--- src/rtl/uart_rx_deserializer_pkg.sv ---
// Shared UART definitions: frame constants, configuration enums, receiver
// state encoding and small helpers for normalising configuration inputs.
package uart_rx_deserializer_pkg;

   localparam int   DATA_WIDTH = 8;
   localparam logic START_BIT  = 1'b0;
   localparam logic STOP_BIT   = 1'b1;

   typedef enum logic {
      EVEN_PARITY = 1'b0,
      ODD_PARITY  = 1'b1
   } PARITY_TYPE_E;

   typedef enum logic [4:0] {
      OVERSAMPLING_13 = 5'd13,
      OVERSAMPLING_16 = 5'd16
   } OVER_SAMPLING_E;

   typedef enum logic [1:0] {
      ONE_STOP_BIT = 2'd1,
      TWO_STOP_BIT = 2'd2
   } STOP_BIT_E;

   typedef enum logic [3:0] {
      DATA_5 = 4'd5,
      DATA_6 = 4'd6,
      DATA_7 = 4'd7,
      DATA_8 = 4'd8
   } DATA_TYPE_E;

   typedef enum logic [2:0] {
      RX_IDLE,
      RX_START,
      RX_DATA,
      RX_PARITY,
      RX_STOP
   } UART_RX_STATE_E;

   // Frame lengths outside 5..8 fall back to a full 8-bit frame.
   function automatic logic [3:0] normDataBits(input logic [3:0] cfg);
      return (cfg >= 4'd5 && cfg <= 4'd8) ? cfg : 4'd8;
   endfunction

   // Only an explicit request for two stop bits selects two; anything else is one.
   function automatic logic isTwoStop(input logic [1:0] cfg);
      return cfg == TWO_STOP_BIT;
   endfunction

endpackage

--- src/rtl/uart_baud_tick_gen.sv ---
// Oversample tick generator: one-clock tick every CLK_PER_TICK clocks,
// held at phase zero while clear is asserted so a frame starts on a clean phase.
module uart_baud_tick_gen #(
   parameter int CLK_PER_TICK = 4
) (
   input  logic clk_i,
   input  logic reset_i,
   input  logic clear_i,
   output logic tick_o
);

   localparam int            CW   = (CLK_PER_TICK > 1) ? $clog2(CLK_PER_TICK) : 1;
   localparam logic [CW-1:0] LAST = CW'(CLK_PER_TICK - 1);

   logic [CW-1:0] cnt_q;
   logic [CW-1:0] cnt_d;

   // Next divider value: wraps at the last phase, forced to zero while cleared.
   always_comb begin
      cnt_d = cnt_q + CW'(1);
      if (clear_i || cnt_q == LAST) begin
         cnt_d = '0;
      end
   end

   // Divider register.
   always_ff @(posedge clk_i or posedge reset_i) begin
      if (reset_i) begin
         cnt_q <= '0;
      end else begin
         cnt_q <= cnt_d;
      end
   end

   assign tick_o = !clear_i && (cnt_q == LAST);

endmodule

--- src/rtl/uart_rx_deserializer.sv ---
// UART receiver: synchronises the rx pad, finds the start bit, samples data,
// parity and stop bits at mid-bit and hands complete frames to a consumer
// through a one-entry valid/ready holding register.
module uart_rx_deserializer
   import uart_rx_deserializer_pkg::*;
#(
   parameter int DATA_WIDTH   = uart_rx_deserializer_pkg::DATA_WIDTH,
   parameter int OVERSAMPLE   = 16,
   parameter int CLK_PER_TICK = 4
) (
   input  logic                  clk_i,
   input  logic                  reset_i,
   input  logic                  rx_i,
   input  logic [3:0]            cfg_data_bits_i,
   input  logic                  cfg_parity_en_i,
   input  logic                  cfg_parity_odd_i,
   input  logic [1:0]            cfg_stop_bits_i,
   output logic [DATA_WIDTH-1:0] rx_data_o,
   output logic                  rx_valid_o,
   input  logic                  rx_ready_i,
   output logic                  parity_err_o,
   output logic                  framing_err_o,
   output logic                  overrun_err_o,
   output logic                  busy_o
);

   localparam int               CNT_W    = $clog2(OVERSAMPLE);
   localparam int               IDX_W    = $clog2(DATA_WIDTH);
   localparam logic [CNT_W-1:0] MID_CNT  = CNT_W'(OVERSAMPLE / 2);
   localparam logic [CNT_W-1:0] LAST_CNT = CNT_W'(OVERSAMPLE - 1);

   logic                  rx_meta_q;
   logic                  rx_s_q;
   UART_RX_STATE_E        state_q;
   logic                  armed_q;
   logic [CNT_W-1:0]      sample_cnt_q;
   logic [IDX_W-1:0]      bit_cnt_q;
   logic [IDX_W-1:0]      last_bit_q;
   logic                  par_en_q;
   logic                  par_odd_q;
   logic                  two_stop_q;
   logic                  stop_idx_q;
   logic [DATA_WIDTH-1:0] shift_q;
   logic                  perr_q;
   logic                  ferr_q;
   logic                  commit_q;
   logic [DATA_WIDTH-1:0] rx_data_q;
   logic                  rx_valid_q;
   logic                  parity_err_q;
   logic                  framing_err_q;
   logic                  overrun_err_q;
   logic                  tick;
   logic                  tick_clear;
   logic                  sample_now;

   assign tick_clear = (state_q == RX_IDLE);
   assign sample_now = tick && (sample_cnt_q == MID_CNT);

   uart_baud_tick_gen #(
      .CLK_PER_TICK(CLK_PER_TICK)
   ) u_tick_gen (
      .clk_i  (clk_i),
      .reset_i(reset_i),
      .clear_i(tick_clear),
      .tick_o (tick)
   );

   // Two-flop synchroniser for the asynchronous rx pad; resets to the idle-high level.
   always_ff @(posedge clk_i or posedge reset_i) begin
      if (reset_i) begin
         rx_meta_q <= 1'b1;
         rx_s_q    <= 1'b1;
      end else begin
         rx_meta_q <= rx_i;
         rx_s_q    <= rx_meta_q;
      end
   end

   // Frame FSM: start detection, mid-bit sampling, parity/stop checks and commit strobe.
   always_ff @(posedge clk_i or posedge reset_i) begin
      if (reset_i) begin
         state_q      <= RX_IDLE;
         armed_q      <= 1'b0;
         sample_cnt_q <= '0;
         bit_cnt_q    <= '0;
         last_bit_q   <= '0;
         par_en_q     <= 1'b0;
         par_odd_q    <= 1'b0;
         two_stop_q   <= 1'b0;
         stop_idx_q   <= 1'b0;
         shift_q      <= '0;
         perr_q       <= 1'b0;
         ferr_q       <= 1'b0;
         commit_q     <= 1'b0;
      end else begin
         commit_q <= 1'b0;
         if (state_q != RX_IDLE && tick) begin
            sample_cnt_q <= (sample_cnt_q == LAST_CNT) ? '0 : sample_cnt_q + CNT_W'(1);
         end
         case (state_q)
            RX_IDLE: begin
               sample_cnt_q <= '0;
               if (!armed_q) begin
                  armed_q <= rx_s_q;
               end else if (rx_s_q == START_BIT) begin
                  state_q    <= RX_START;
                  armed_q    <= 1'b0;
                  shift_q    <= '0;
                  perr_q     <= 1'b0;
                  ferr_q     <= 1'b0;
                  bit_cnt_q  <= '0;
                  stop_idx_q <= 1'b0;
                  last_bit_q <= IDX_W'(normDataBits(cfg_data_bits_i) - 4'd1);
                  par_en_q   <= cfg_parity_en_i;
                  par_odd_q  <= cfg_parity_odd_i;
                  two_stop_q <= isTwoStop(cfg_stop_bits_i);
               end
            end
            RX_START: begin
               if (sample_now) begin
                  state_q <= (rx_s_q == START_BIT) ? RX_DATA : RX_IDLE;
               end
            end
            RX_DATA: begin
               if (sample_now) begin
                  shift_q[bit_cnt_q] <= rx_s_q;
                  if (bit_cnt_q == last_bit_q) begin
                     state_q <= par_en_q ? RX_PARITY : RX_STOP;
                  end else begin
                     bit_cnt_q <= bit_cnt_q + IDX_W'(1);
                  end
               end
            end
            RX_PARITY: begin
               if (sample_now) begin
                  perr_q  <= (rx_s_q != ((^shift_q) ^ par_odd_q));
                  state_q <= RX_STOP;
               end
            end
            RX_STOP: begin
               if (sample_now) begin
                  if (rx_s_q != STOP_BIT) begin
                     ferr_q <= 1'b1;
                  end
                  if (two_stop_q && !stop_idx_q) begin
                     stop_idx_q <= 1'b1;
                  end else begin
                     commit_q <= 1'b1;
                     state_q  <= RX_IDLE;
                  end
               end
            end
            default: begin
               state_q <= RX_IDLE;
            end
         endcase
      end
   end

   // Holding register: load on commit when free or being drained, else flag an overrun.
   always_ff @(posedge clk_i or posedge reset_i) begin
      if (reset_i) begin
         rx_data_q     <= '0;
         rx_valid_q    <= 1'b0;
         parity_err_q  <= 1'b0;
         framing_err_q <= 1'b0;
         overrun_err_q <= 1'b0;
      end else begin
         overrun_err_q <= 1'b0;
         if (commit_q) begin
            if (!rx_valid_q || rx_ready_i) begin
               rx_data_q     <= shift_q;
               parity_err_q  <= perr_q;
               framing_err_q <= ferr_q;
               rx_valid_q    <= 1'b1;
            end else begin
               overrun_err_q <= 1'b1;
            end
         end else if (rx_valid_q && rx_ready_i) begin
            rx_valid_q <= 1'b0;
         end
      end
   end

   assign rx_data_o     = rx_data_q;
   assign rx_valid_o    = rx_valid_q;
   assign parity_err_o  = parity_err_q;
   assign framing_err_o = framing_err_q;
   assign overrun_err_o = overrun_err_q;
   assign busy_o        = (state_q != RX_IDLE);

endmodule

--- config.mk ---
export PLATFORM = sky130hd
export DESIGN_NAME = uart_rx_deserializer
export DESIGN_NICKNAME = d
export VERILOG_FILES = /design/src/rtl/uart_rx_deserializer_pkg.sv /design/src/rtl/uart_baud_tick_gen.sv /design/src/rtl/uart_rx_deserializer.sv
export SDC_FILE = /design/constraint.sdc
export NUM_CORES = 1
export LEC_CHECK = 0
export CAP_MARGIN = 25
export CELL_PAD_IN_SITES_DETAIL_PLACEMENT = 1
export CELL_PAD_IN_SITES_GLOBAL_PLACEMENT = 1
export CORE_MARGIN = 5
export CORE_UTILIZATION = 30
export DETAILED_ROUTE_END_ITERATION = 10
export MAX_ROUTING_LAYER = met4
export PLACE_DENSITY_LB_ADDON = 0.12
export SYNTH_ARGS = -nofsm -noshare
export SYNTH_HDL_FRONTEND = slang
export SYNTH_SLANG_ARGS = --single-unit
--- constraint.sdc ---
create_clock -name clk_i -period 1.9 [get_ports clk_i]
set_input_delay 0.19 -clock clk_i [delete_from_list [all_inputs] [get_ports clk_i]]
set_output_delay 0.19 -clock clk_i [all_outputs]
set_load 0.005 [all_outputs]
Yosys cells after proc, flatten, opt, wreduce, memory -nomap -nowiden
Cells that the tools add are included.

Add/sub/neg operators: 4. $lt $le $gt $ge: 4. Eq/ne operators: 22. Multiplexer cells: 48. Bitwise gates (word level): 2. Reduce and logical (&&, ||, !) cells: 29.

Operators with widths (number): $mux 3 (14); $mux 8 (3); $ne 2x2->1 const B (11); $mux 1 (18); $pmux 8 s2 (1); $pmux 3 s5 (1); $reduce_and 5->1 (3); $mux 4 (3); $reduce_bool 2->1 (5); $bwmux 8 (1); $eq 4x4->1 const B (2); $reduce_and 4->1 (2); $reduce_and 8->1 (1); $reduce_xor 8->1 (1); $logic_and 1x1->1 (7); $eq 3x2->1 const B (2); $pmux 1 s2 (3); $pmux 3 s2 (1); $add 4x1->4 const B (1); $eq 2x2->1 const B (2); $ge 4x3->1 const B (1); $le 4x4->1 const B (1); $lt 3x4->1 const B (1); $mux 2 (2); 18 further kinds (22).

Flip-flop bits (word level): 45. Input bits: 12. Output and inout bits: 13. Word-level logic and storage cells: 130.

Depth between registers and ports, before layout
Gate-level depths: netlist (run 1).

Depth in word-level cells: 7. Depth in mapped cells: 7. Depth with buffers taken out: 6.

Modules after synthesis
Synthesis (run 1) repeated with hierarchy kept, for this count alone.

Cell total of the unflattened synthesis: 208. Area, all modules: 2208.4 µm².

By module, submodules not included: uart_rx_deserializer (times used 1, cells each 201, area each 2118.3 µm², sequential area each 1078.5 µm²); uart_baud_tick_gen (times used 1, cells each 7, area each 90.1 µm², sequential area each 50.0 µm²).

Least setup slack after synthesis (run 1)
No wires, ideal clock.

Path type: register to register. Start: register state_q[0]. End: register shift_q[0]. Library setup time: 0.092 ns. Arrival time: 1.645 ns. Required time: 1.808 ns. Path slack: 0.163 ns. Stages on the path, launching flop included: 6. Buffers on the path: 2. Clock period less this slack: 1.737 ns. Cell sequence: dfrtp_1 -> buf_6 -> or3b_1 -> buf_2 -> or4_4 -> o31ai_2.

Word-level cells in the longest chain between the ends: 6. Elaborated cells on any way between the ends: 11. Classes of those cells: 4 x eq/ne; 1 x mux; 6 x reduce/logical.

Ends and longest elaborated chain: start, declared (RTL line uart_rx_deserializer.sv:34) `UART_RX_STATE_E state_q;`; start signal, assigned (RTL line uart_rx_deserializer.sv:121) `state_q <= (rx_s_q == START_BIT) ? RX_DATA : RX_IDLE;`; start signal, assigned (RTL line uart_rx_deserializer.sv:128) `state_q <= par_en_q ? RX_PARITY : RX_STOP;`; $logic_not 3->1 (RTL line uart_rx_deserializer.sv:56, uart_rx_deserializer.sv:100); $logic_not 1->1 (RTL line uart_baud_tick_gen.sv:35) `assign tick_o = !clear_i && (cnt_q == LAST);`; $logic_and 1x1->1 (RTL line uart_baud_tick_gen.sv:35); $logic_and 1x1->1 (RTL line uart_rx_deserializer.sv:57) `assign sample_now = tick && (sample_cnt_q == MID_CNT);`; $ne 2x2->1 (no line); $reduce_and 4->1 (no line); end signal, assigned by index (RTL line uart_rx_deserializer.sv:126) `shift_q[bit_cnt_q] <= rx_s_q;`; end, declared (RTL line uart_rx_deserializer.sv:43) `logic [DATA_WIDTH-1:0] shift_q;`.

Parallel ways exist; a longest one is shown, timed or not. A chain may end at the register's enable or synchronous reset.

Final worst setup path (run 1)
Start: register sample_cnt_q[0]. End: register bit_cnt_q[2].

Word-level cells in the longest chain between the ends: 4.

Ends and longest elaborated chain: start, declared (RTL line uart_rx_deserializer.sv:36) `logic [CNT_W-1:0] sample_cnt_q;`; start signal, assigned (RTL line uart_rx_deserializer.sv:98) `sample_cnt_q <= (sample_cnt_q == LAST_CNT) ? '0 : sample_cnt_q + CNT_W'(1);`; $eq 4x4->1 (RTL line uart_rx_deserializer.sv:57); $logic_and 1x1->1 (RTL line uart_rx_deserializer.sv:57); $ne 2x2->1 (no line); $reduce_and 5->1 (no line); end signal, assigned (RTL line uart_rx_deserializer.sv:130) `bit_cnt_q <= bit_cnt_q + IDX_W'(1);`; end, declared (RTL line uart_rx_deserializer.sv:37) `logic [IDX_W-1:0] bit_cnt_q;`.

Every way passes these cells.

==> impl_metrics.csv, run 1 <==
group,metric,value,unit
floorplanning,core_area,0.007214,mm^2
worst_setup_path,start_kind,"register",
synth,synth_nets,223,
synth,ys_seq_area_frac,0.5093,
worst_setup_path,worstSetupPathType,"reg2reg",
clock_network,clockRootBuffer,"clkbuf_8",
flow_run,drv_cap,0,
timing,max_slew_margin,0.6734,
worst_setup_path,crit_fanout,5,
run_status,status,"finished, final reports clean",
synth,synth_cells,206,
timing,setup_violations,0,
timing,whs,0.1828,ns
detailed_routing,drcViolationCount,0,
worst_setup_path,required,2.11,ns
cells_and_area,multi_input_area,0.001021,mm^2
placement,io_buffer_count,24,
synth,synth_flop_cell,"dfrtp_1",
clock_network,htree_levels,2,
cells_and_area,final_layout_size_suffix_gt1_frac,0.2137,
clock_network,clk_latency,0.30,ns
cells_and_area,mostFrequentLayoutCell,"dfrtp_1",
cells_and_area,layout_common_cells,"dfrtp_1, clkdlybuf4s50_1, buf_4, o21ai_1",
global_routing,grt_pass1_vias,1748,
clock_network,cts_buffer_depth,2,
synth,yosysWarnings,0,
floorplanning,row_count,31,
timing,report.final.slew_viol_count,0,
power,vdd_ir_drop_max,0.3932,mV
clock_network,cts.sinks,45,
placement,gp_congestion,0.7331,
cells_and_area,area_growth_syn_to_layout,27.67,%
global_routing,grt_max_degree,31,
floorplanning,die_x,95.95,um
power,power-per-cell-area,999.0,mW/mm^2
hold_path,min_path_type,"in2async",
synth,synthDistinctLibCells,45,
detailed_routing,drt_pass1_iterations,4,
synth,synth_edf_count,0,
floorplanning,die_h,95.95,um
worst_setup_path,cp-end-kind,"register",
cells_and_area,fill_cells,825,
timing,fmax,558.4,MHz
synth,ys_seq_elements,45,
detailed_routing,ant_nets,0,
detailed_routing,via_count,1656,
global_routing,grt_overflow,0,
clock_network,cts_buffers,5,
placement,hpwl,3.655,mm
power,power,2826,uW
synth,async_reset_ff_frac,1.000,
floorplanning,die-area,0.009205,mm^2
global_routing,grt_first_pass_wirelength,8.404,mm
timing,period_share,0.9425,
placement,dp.cells,338,
synth,syn-cell-area,0.002216,mm^2
synth,syn_avg_cell_area,10.76,um^2
clock_network,cts_tree,"done",
power,p_leak,0.001231,uW
global_routing,grtUsageTotal,0.1214,
cells_and_area,final_cell_count_no_fill,347,
cells_and_area,seqCellArea,0.001129,mm^2
clock_network,cts_hold_buffers,0,
floorplanning,io_pins,25,
timing,finalHoldViolations,0,
detailed_routing,wl_per_cell,14.22,um
detailed_routing,routed_wl,4.933,mm
clock_network,clk_pin_slew,0.09,ns
timing,fin_skew,0.01106,ns
cells_and_area,num_antenna_cells,0,
timing,tightest_slew,0.4861,ns
worst_setup_path,critPathArrivalTime,2.00,ns
timing,post-route-min-period,1.791,ns
floorplanning,start_util,0.3071,
cells_and_area,nets,265,
global_routing,antenna_found_initial,0,
detailed_routing,via_per_inst,4.772,
detailed_routing,drtIter0Drc,39,
==> final cells by class <==
type / count / share of cell area
inverters: 11 / 0.01460
multi-input cells: 140 / 0.3609
clock inverters: 2 / 0.01238
clock buffers: 5 / 0.02433
flip-flops and latches: 45 / 0.3989
well taps: 99 / 0.04379
repair buffers: 45 / 0.1451
==> critical path, stage by stage (launching register included) <==
cell and delay, ns:
dfrtp_1 0.38, inv_1 0.08, ha_1 0.16, and4b_2 0.30
buf_4 0.14, o311ai_1 0.14, or3_1 0.35, a21oi_1 0.16
==> registers in the layout, summed over array words and instances (netlist names), 2 cells and up <==
| register | cells |
|---|---|
| u_tick_gen.cnt_q | 2 |
| sample_cnt_q | 4 |
| state_q | 3 |
| shift_q | 8 |
| bit_cnt_q | 3 |
| last_bit_q | 3 |
| rx_data_o | 8 |
==> cell usage after synthesis, types with 2 or more instances <==
cell type / number / area [um^2]
a21oi_1: 9 / 45.04
a31oi_1: 6 / 37.54
buf_2: 3 / 15.01
clkbuf_1: 6 / 22.52
dfrtp_1: 43 / 1076
dfstp_2: 2 / 52.55
ha_1: 5 / 62.56
inv_1: 10 / 37.54
mux2_1: 2 / 22.52
mux2_2: 14 / 157.7
mux2i_1: 3 / 30.03
nand2_1: 14 / 52.55
nand2b_1: 4 / 25.02
nand3_1: 3 / 15.01
nand4b_1: 2 / 17.52
nor2_1: 10 / 37.54
nor2b_1: 3 / 18.77
nor3_1: 5 / 25.02
o21a_1: 4 / 30.03
o21ai_0: 7 / 35.03
o21ai_1: 16 / 80.08
or3_1: 2 / 12.51
xnor2_1: 6 / 52.55
xor2_1: 6 / 52.55
==> cell families after synthesis <==
group,after synthesis,share of synthesized area
AND/OR/NAND/NOR,53,0.1338
buffers and inverters,21,0.04065
flip-flops,45,0.5093
XOR/XNOR,13,0.05759
multiplexers,19,0.09486
adder cells (fa/ha/maj),5,0.02823
AO/OA/AOI/OAI,50,0.1355
==> report_power, final <==
| part | switching (uW) | internal, uW |
|---|---|---|
| Sequential | 101 | 1090 |
| Combinational | 461 | 472 |
| Clock | 321 | 383 |
| Total | 883 | 1940 |
==> metal layers <==
metal | track usage | vias to the layer above | share of wire
li1 | - | 813 | -
met1 | 0.1532 | 814 | 0.47
met2 | 0.1998 | 24 | 0.48
met3 | 0.02111 | 5 | 0.033
met4 | 0.03555 | 0 | 0.012
met5 | - | - | 0
==> metrics by stage <==
| step | instance area, um^2 | worst slack [ns] | TNS [ns] | utilization |
|---|---|---|---|---|
| finish | 2829 | 0.1093 | 0 | 0.3921 |
| global route | 2829 | -0.01092 | -0.01092 | 0.3921 |
| CTS | 2801 | 0.02619 | 0 | 0.3883 |
| detailed placement | 2686 | 0.02510 | 0 | 0.3724 |
| global placement | 2686 | 0.02359 | 0 | 0.3724 |
| floorplan | 2216 | 0.1631 | 0 | - |
==> what timing repair did <==
action                     4_1_cts  5_1_grt
pin swaps                        0        1
setup buffers                    0        2
setup endpoints to repair        2       12
gates resized for setup          2        4
==> path summary, 6_finish.rpt <==
check / start / to / slack, ns / cells past startpoint
max in group asynchronous: reset_i / rx_meta_q$_DFF_PP1_ / 1.15 / 3
worst min-delay path: reset_i / rx_data_o[7]$_DFFE_PP0P_ / 0.18 / 2
worst min register to register: rx_meta_q$_DFF_PP1_ / rx_s_q$_DFF_PP1_ / 0.36 / 0
min in group clk_i: rx_i / rx_meta_q$_DFF_PP1_ / 0.29 / 1
worst max register to register: sample_cnt_q[0]$_DFFE_PP0P_ / bit_cnt_q[2]$_DFFE_PP0P_ / 0.11 / 7
worst max-delay path: sample_cnt_q[0]$_DFFE_PP0P_ / bit_cnt_q[2]$_DFFE_PP0P_ / 0.11 / 7
Note: power is estimated with default switching activity, not from simulation.
==> run 2, diff against run 1 <==
- SETUP_SLACK_MARGIN: default -> 0.2
==> run 2 against run 1 <==
  * Global-route usage is 0.56 points higher
  * Maximum frequency rose by 4.8%
  * Register-to-register slack improved by 0.08 ns
  * Clock power grew 1%
  * Total power rose by 3.5%
  * Critical endpoint is now shift_q[0]$_DFFE_PP0P_
  * Largest power group unchanged
==> impl_metrics.csv, run 2 (synthesized netlist as in run 1, its figures left out) <==
group,metric,value,unit
cells_and_area,final_layout_size_suffix_gt1_frac,0.2930,
floorplanning,start_util,0.3071,
timing,finalHoldViolations,0,
clock_network,clk_latency,0.30,ns
detailed_routing,wl_per_cell,14.38,um
floorplanning,core_area,0.007214,mm^2
placement,hpwl,3.769,mm
timing,layout_setup_ws,0.1909,ns
floorplanning,io_pins,25,
floorplanning,row_count,31,
cells_and_area,nets,273,
detailed_routing,via_per_inst,4.744,
timing,rsz0062_at_grt,"true",
worst_setup_path,timing.rr.start,"state_q[2]$_DFFE_PP0P_",
run_status,status,"finished, final reports clean",
cells_and_area,num_antenna_cells,0,
global_routing,antenna_found_initial,0,
worst_setup_path,r2r_cells,3,
global_routing,grt_max_degree,16,
floorplanning,die_h,95.95,um
clock_network,clk_pin_slew,0.09,ns
clock_network,cts_tree,"done",
timing,fmax,585.1,MHz
worst_setup_path,cp-end-kind,"register",
cells_and_area,layout_common_cells,"dfrtp_1, buf_4, clkdlybuf4s50_1, o21ai_1",
cells_and_area,final_area,0.002970,mm^2
placement,pre_cts_slack,0.04995,ns
worst_setup_path,required,2.12,ns
timing,post-route-min-period,1.709,ns
worst_setup_path,crit_fanout,5,
detailed_routing,wl_met2,2.455,mm
placement,place_area,0.002689,mm^2
power,p_leak,0.001287,uW
floorplanning,die-area,0.009205,mm^2
global_routing,grt_first_pass_wirelength,8.714,mm
detailed_routing,drt_pass1_iterations,4,
power,power-per-cell-area,984.6,mW/mm^2
global_routing,grt_pass1_vias,1811,
worst_setup_path,worstSetupPathType,"reg2reg",
detailed_routing,drcViolationCount,0,
placement,gp_congestion,0.7227,
power,power,2925,uW
timing,fin_skew,0.008381,ns
worst_setup_path,start_kind,"register",
timing,period_share,0.8995,
timing,tns,0,ns
cells_and_area,area_growth_syn_to_layout,34.05,%
floorplanning,die_x,95.95,um
hold_path,min_path_type,"in2async",
global_routing,grt_overflow,0,
cells_and_area,mostFrequentLayoutCell,"dfrtp_1",
clock_network,htree_levels,2,
placement,io_buffer_count,24,
timing,setup_violations,0,
clock_network,cts_buffer_depth,2,
power,vdd_ir_drop_max,0.4059,mV
flow_run,drv_cap,0,
worst_setup_path,critPathArrivalTime,1.93,ns
clock_network,clockRootBuffer,"clkbuf_8",
timing,max_slew_margin,0.6985,
detailed_routing,met3WireLength,173,um
timing,report.final.slew_viol_count,0,
global_routing,grtUsageTotal,0.1269,
timing,tightest_slew,0.4518,ns
detailed_routing,highest_layer,"met4",
clock_network,cts_buffers,5,
clock_network,cts.sinks,45,
detailed_routing,ant_nets,0,
detailed_routing,routed_wl,5.106,mm
worst_setup_path,crit_start,"state_q[2]$_DFFE_PP0P_",
clock_network,cts_hold_buffers,0,
detailed_routing,wl_met1,2.414,mm
detailed_routing,via_count,1684,
detailed_routing,drtIter0Drc,51,
-- run 2: cell count changes in the layout (fill, tap and decap cells not counted), sizes merged --
cell	delta
buf	+8
clkdlybuf4s50	-1
dlygate4sd2	+1
-- run 2: timing repair --
action,4_1_cts,5_1_grt
pin swaps,5,4
setup buffers,8,0
resized for setup,16,16
endpoints found under the setup margin,16,15
-- run 2: layout make-up --
class	instances	area, um^2
Fill cell	826	4244
Clock inverter	2	35.03
Sequential cell	45	1131
Tap cell	99	123.9
Timing Repair Buffer	53	464.2
Inverter	11	41.29
Multi-Input combinational cell	140	1106
Clock buffer	5	68.82
-- run 2: final timing paths --
kind,end,slack (ns)
worst max-delay path,shift_q[0]$_DFFE_PP0P_,0.19
worst min-delay path,state_q[0]$_DFFE_PP0P_,0.15
worst max register to register,shift_q[0]$_DFFE_PP0P_,0.19
worst min register to register,rx_s_q$_DFF_PP1_,0.36
max in group asynchronous,bit_cnt_q[0]$_DFFE_PP0P_,1.25
min in group clk_i,rx_meta_q$_DFF_PP1_,0.29
-- run 2: routing by layer --
metal / GRT usage / vias up
met4: 0.04265 / 0
li1: - / 829
met2: 0.2061 / 26
met5: - / -
met1: 0.1566 / 822
met3: 0.02815 / 7
-- run 2: per-stage QoR --
step	std cells	utilization	hold slack, ns
floorplan	206	-	0.1945
global placement	340	0.3727	0.3469
detailed placement	340	0.3727	0.3476
CTS	355	0.4039	0.1653
global route	355	0.4117	0.1849
finish	355	0.4117	0.1505
-- run 2: worst max-delay path, cell delays in order (launching register included) --
cell and delay [ns]:
dfrtp_2 0.47, or3b_1 0.43, or4_4 0.54, o31ai_2 0.19
-- run 2: power by group --
part | switching [uW] | total [uW] | leakage [uW] | internal, uW
clock | 328 | 711 | 0.0000540 | 383
combinational | 505 | 1010 | 0.000636 | 510
sequential | 109 | 1200 | 0.000597 | 1090
total | 941 | 2920 | 0.00129 | 1980
==> variant 1, RTL diff (flow settings as in run 1) <==
Register the output `framing_err_o` once more, cleared by the reset; this adds one clock of latency there. The other outputs are not delayed to match.
--- a/src/rtl/uart_rx_deserializer.sv
+++ b/src/rtl/uart_rx_deserializer.sv
@@ -187,3 +187,9 @@
    assign parity_err_o  = parity_err_q;
-   assign framing_err_o = framing_err_q;
+   always_ff @(posedge clk_i or posedge reset_i) begin
+      if (reset_i) begin
+         framing_err_o <= '0;
+      end else begin
+         framing_err_o <= framing_err_q;
+      end
+   end
    assign overrun_err_o = overrun_err_q;
Behaviour: no difference found for any inputs over 10 cycles, from zero or initial values and one cycle with reset_i high; that may be too few to reach the edited logic, so the function may still have changed.
==> variant 1 against run 1 <==
- combinational power fell by 13%
- register-to-register slack improved by 20 ps
- critical path depth fell by 4
- worst setup slack got worse by 4.8 ps
- largest cell class unchanged
- critical endpoint is now busy_o
- cell area fell by 2.1%
- power fell by 0.87%
- synthesized area rose by 0.28%
- routed wire length fell by 2.1%
- highest routed layer unchanged
- sequential cell count rose by 1
==> variant 1: results (changes against run 1) <==
pre-CTS setup slack=113.1 ps (+88.01 ps); slowest stage delay, CP=530 ps (+150 ps); fraction of final layout cells sized beyond drive strength 1=16.53% (-4.8 points); Clk Latency, worst-skew pair=300 ps (about the same); vias in the first global route=1656 (-5.3%); first drt pass iteration count=4 (unchanged); Min-Delay Path Class=primary input to async pin; Root Driver=clkbuf_8; first-pass GRT wire length=8397 um (about the same); via/cell ratio=4.695 (-1.6%); non-filler cells, final=347 (unchanged); dominant cells by area after synthesis=dfrtp_1 50%, xnor2_1 5.1%, o21ai_1 4.7%, nand2_1 4.2%, mux2_1 3.0%; Reg clk slew, reported paths=80 ps; switching pwr=0.9013 mW (+2.1%); met2 Use GR=17.42% (-2.6 points); Final nets=264 (-0.38%); Critical Path AT=1610 ps (-390 ps); post-synthesis sequential area ratio=51.91% (+0.98 points); largest net degree at the start of global routing=47 (+52%); Comb pwr share=29.1% (-3.9 points); number of buffers created by CTS=5 (unchanged); CTS H-tree lvls=2 (unchanged); syn_area_per_cell=10.53 sq um (-2.1%); status=finished, final reports clean; skew final=5.449 ps (-5.607 ps); average wire per cell in the routed design=13.92 um (-2.1%); fillers=820 (-0.61%); Ys Warns=0 (unchanged); Synthesized Nets=228 (+2.2%); Commonest cells post-synth=44 x dfrtp_1, 25 x nand2_1, 21 x o21ai_1; Tightest Pin Transition=410.5 ps (-75.64 ps); leakage power=1.189 nW (-3.4%); maximum vdd drop=0.0003559 V (-9.5%); Crit-path slowest cell=dfrtp_1; GPL Wtd Cong=0.7878 (+7.5%); crit-path max FO=11 (+6); FFs w/ async S/R, synth=100.0% (unchanged); overall routing resource usage=12.27% (+0.13 points); Storage cell area=1156 sq um (+2.4%); ant diodes=0 (unchanged); PortBufs=24 (unchanged); clock share of power=25.4% (+0.5 points); DRT iter0 DRCs=59 (+51%); Post-DP Area=2623 sq um (-2.4%); post-CTS sizing=1 (-1); met1 Use GR=17.00% (+1.7 points); ys flop type=dfrtp_1; placed cells=335 (-0.89%); CP delay by family, top=buffers and inverters; met3 Usage GRT=2.893% (+0.78 points); Final HPWL DP=3495 um (-4.4%); clk buf depth=2 (unchanged); post-CTS setup buffer count=0 (unchanged); Yosys cell types=45 (unchanged); initial antenna violation count=0 (unchanged); sw frac=32.17% (+0.92 points)
## variant 1: changes by cell type in the layout (fill, tap and decap cells not counted), sizes merged, moves of 4 or more
cell          run 1  this run
nand2            14        25
buf              21        14
a21oi             9         4
xnor2             6        13
mux2             16        11
nor2             10        17
xor2              6         2
## variant 1: area by class of cell
class	count	share of cell area [%]
clock buffers	7	2.756
repair buffers	38	12.92
flip-flops and latches	46	41.75
inverters	9	1.220
multi-input cells	147	35.79
well taps	99	4.474
clock inverters	1	1.084
## variant 1: logic make-up (layout without fill, tap and decap cells)
| kind of cell | after synthesis | count (layout) | synth area share [%] |
|---|---|---|---|
| compound gates | 47 | 47 | 12.89 |
| xor+xnor | 15 | 15 | 5.912 |
| fa+ha+maj | 5 | 5 | 2.815 |
| buf+inv | 18 | 55 | 3.829 |
| flops | 46 | 46 | 51.91 |
| mux | 13 | 13 | 6.475 |
| simple gates | 67 | 67 | 16.16 |
## variant 1: routing by layer
metal | part of all wire, % | up-vias
met5 | 0 | -
met4 | 1.6 | 0
met3 | 4.0 | 5
met2 | 44 | 26
met1 | 50 | 793
li1 | - | 805
## variant 1: final timing paths
kind / slack (ps) / depth (start not counted) / endpoint / startpoint
max reg2reg: 130 / 6 / state_q[1] / sample_cnt_q[0]
max: 100 / 3 / busy_o / state_q[2]
max in group asynchronous: 1390 / 3 / rx_s_q / reset_i
min in group clk_i: 330 / 1 / rx_meta_q / rx_i
min: 230 / 3 / u_tick_gen.cnt_q[1] / reset_i
min reg2reg: 360 / 0 / rx_s_q / rx_meta_q
## variant 1: worst register-to-register path, delay by kind of cell, from the launching register on
family | cells | cell delay, ps
AO/OA/AOI/OAI | 2 | 440
flip-flops | 1 | 420
buffers and inverters | 1 | 90
adder cells (fa/ha/maj) | 1 | 190
multiplexers | 1 | 340
AND/OR/NAND/NOR | 1 | 180
==> variant 2, RTL diff (settings of run 1) <==
Made on the original files. `CLK_PER_TICK` is set to 4 in 2 places; all go to 2.
--- a/src/rtl/uart_baud_tick_gen.sv
+++ b/src/rtl/uart_baud_tick_gen.sv
@@ -3,3 +3,3 @@
 module uart_baud_tick_gen #(
-   parameter int CLK_PER_TICK = 4
+   parameter int CLK_PER_TICK = 2
 ) (
--- a/src/rtl/uart_rx_deserializer.sv
+++ b/src/rtl/uart_rx_deserializer.sv
@@ -8,3 +8,3 @@
    parameter int OVERSAMPLE   = 16,
-   parameter int CLK_PER_TICK = 4
+   parameter int CLK_PER_TICK = 2
 ) (
Formal check against the unedited RTL: same outputs for any inputs over 10 cycles, from zero or initial values and one cycle with reset_i high; that may be too few to reach the edited logic, so the function may still have changed.
==> variant 2 against run 1 <==
- worst setup slack got worse by 7.6 ps
- power fell by 1.1%
- clock skew fell by 7.8 ps
- count of clock-buffer cells in the layout rose by 1
- routed wire length fell by 4.4%
- global-route usage barely moved
- synthesized area fell by 1.5%
- cell area fell by 4.6%
- sequential cell count fell by 1
- via count fell by 1.1%
- highest routed layer unchanged
==> variant 2: results (changes against run 1) <==
clk buf depth=2 (unchanged); status=finished, final reports clean; Total Wirelength=4717 um (-4.4%); largest net degree at the start of global routing=45 (+45%); Compound-Gate Fraction of Synth Area=14.61% (+1.1 points); fraction of final layout cells sized beyond drive strength 1=16.19% (-5.2 points); post-synthesis sequential area ratio=50.54% (-0.39 points); leakage power=1.178 nW (-4.3%); DRT iter0 DRCs=56 (+44%); adder-cell share of the synthesized area=2.292% (-0.53 points); maximum vdd drop=0.0004143 V (+5.4%); overall routing resource usage=12.14% (about the same); first-pass GRT wire length=8328 um (-0.90%); relative slew slack=71.09% (+3.7 points); Commonest cells post-synth=42 x dfrtp_1, 24 x nand2_1, 22 x o21ai_0; met2 Use GR=18.66% (-1.3 points); via count=1638 (-1.1%); vias in the first global route=1694 (-3.1%); Critical Path AT=1610 ps (-390 ps); GPL Wtd Cong=0.7971 (+8.7%); skew final=3.272 ps (-7.784 ps); dominant cells by area after synthesis=dfrtp_1 48%, o21ai_0 5.0%, mux2_2 4.6%, nand2_1 4.1%, nor2_1 2.9%; fillers=822 (-0.36%); crit-path max FO=11 (+6); ant diodes=0 (unchanged); met1 Use GR=16.08% (+0.77 points); first drt pass iteration count=4 (unchanged); Post-Synth XOR/XNOR Area=5.960% (+0.20 points); post-CTS setup buffer count=0 (unchanged); mux cell area share after synthesis=6.017% (-3.5 points); number of buffers created by CTS=5 (unchanged); Final HPWL DP=3567 um (-2.4%); Reg clk slew, reported paths=80 ps; Final nets=262 (-1.1%); met3 Usage GRT=2.368% (+0.26 points); Int Power=1.858 mW (-4.3%); Synthesized Nets=229 (+2.7%)
[variant 2: changes by cell type after synthesis, moves of 2 or more]
cell / delta
a21oi_1: +2
buf_4: +2
clkbuf_1: -3
mux2_1: -2
mux2_2: -5
nand2_1: +10
nor2_1: +7
nor3_1: -3
nor3_4: +3
o21a_1: -2
o21ai_0: +15
o21ai_1: -16
o22ai_1: +3
or3_1: -2
[variant 2: final timing paths]
check,startpoint,end,slack [ps],cells past startpoint
setup / recovery,state_q[1],busy_o,100,3
hold / removal,reset_i,rx_valid_o,230,3
setup reg to reg,sample_cnt_q[0],shift_q[4],180,7
hold reg to reg,rx_meta_q,rx_s_q,360,0
max in group asynchronous,reset_i,rx_s_q,1400,3
min in group clk_i,rx_i,rx_meta_q,300,1
[variant 2: cells by family (layout without fill, tap and decap cells)]
group | Yosys count | after routing
buffers and inverters | 20 | 54
adders and majority gates | 4 | 4
and+or+nand+nor | 66 | 66
DFF | 44 | 44
xor gates and xnor gates | 14 | 14
AOI/OAI and AO/OA | 53 | 53
muxes | 12 | 12
[variant 2: repair_timing]
item / CTS / global route
hold endpoints to repair: 0 / 0
resized for setup: 1 / 0
endpoints found under the setup margin: 1 / 0
[variant 2: area by class of cell]
cell class              instances  area share [%]
well taps                      99           4.590
clock buffers                   6           2.689
multi-input cells             149           36.53
clock inverters                 2           1.298
inverters                      11           1.530
flip-flops and latches         44           40.94
repair buffers                 35           12.42
[variant 2: worst max-delay path, cell delays in order (launching register included)]
cell	delay, ps
dfrtp_2	520
nor3_4	230
inv_1	110
clkdlybuf4s50_1	460
[variant 2: stage by stage]
stage                     area, sq um  instances  total power, mW  util, %  setup slack [ps]
after global routing             2699        346            3.007    37.61             20.22
after detailed placement         2590        338            2.125    36.09             167.6
after CTS                        2699        346            2.854    37.61             76.84
after floorplan                  2183        213            1.859        -             397.6
after global placement           2590        338            2.110    36.09             262.3
final                            2699        346            2.796    37.61             101.6
[variant 2: routing by layer]
layer	wire length (um)	vias to the layer above
li1	-	804
met1	2368	801
met2	2080	29
met3	213	4
met4	54	0
met5	0	-
[variant 2: power groups by stage]
stage                     Combinational (mW)  Clock (mW)  Sequential (mW)
after global routing                   0.934       0.774             1.30
after floorplan                        0.634           0             1.23
final                                  0.818       0.708             1.27
after CTS                              0.836       0.743             1.27
after detailed placement               0.834           0             1.29
after global placement                 0.823           0             1.29
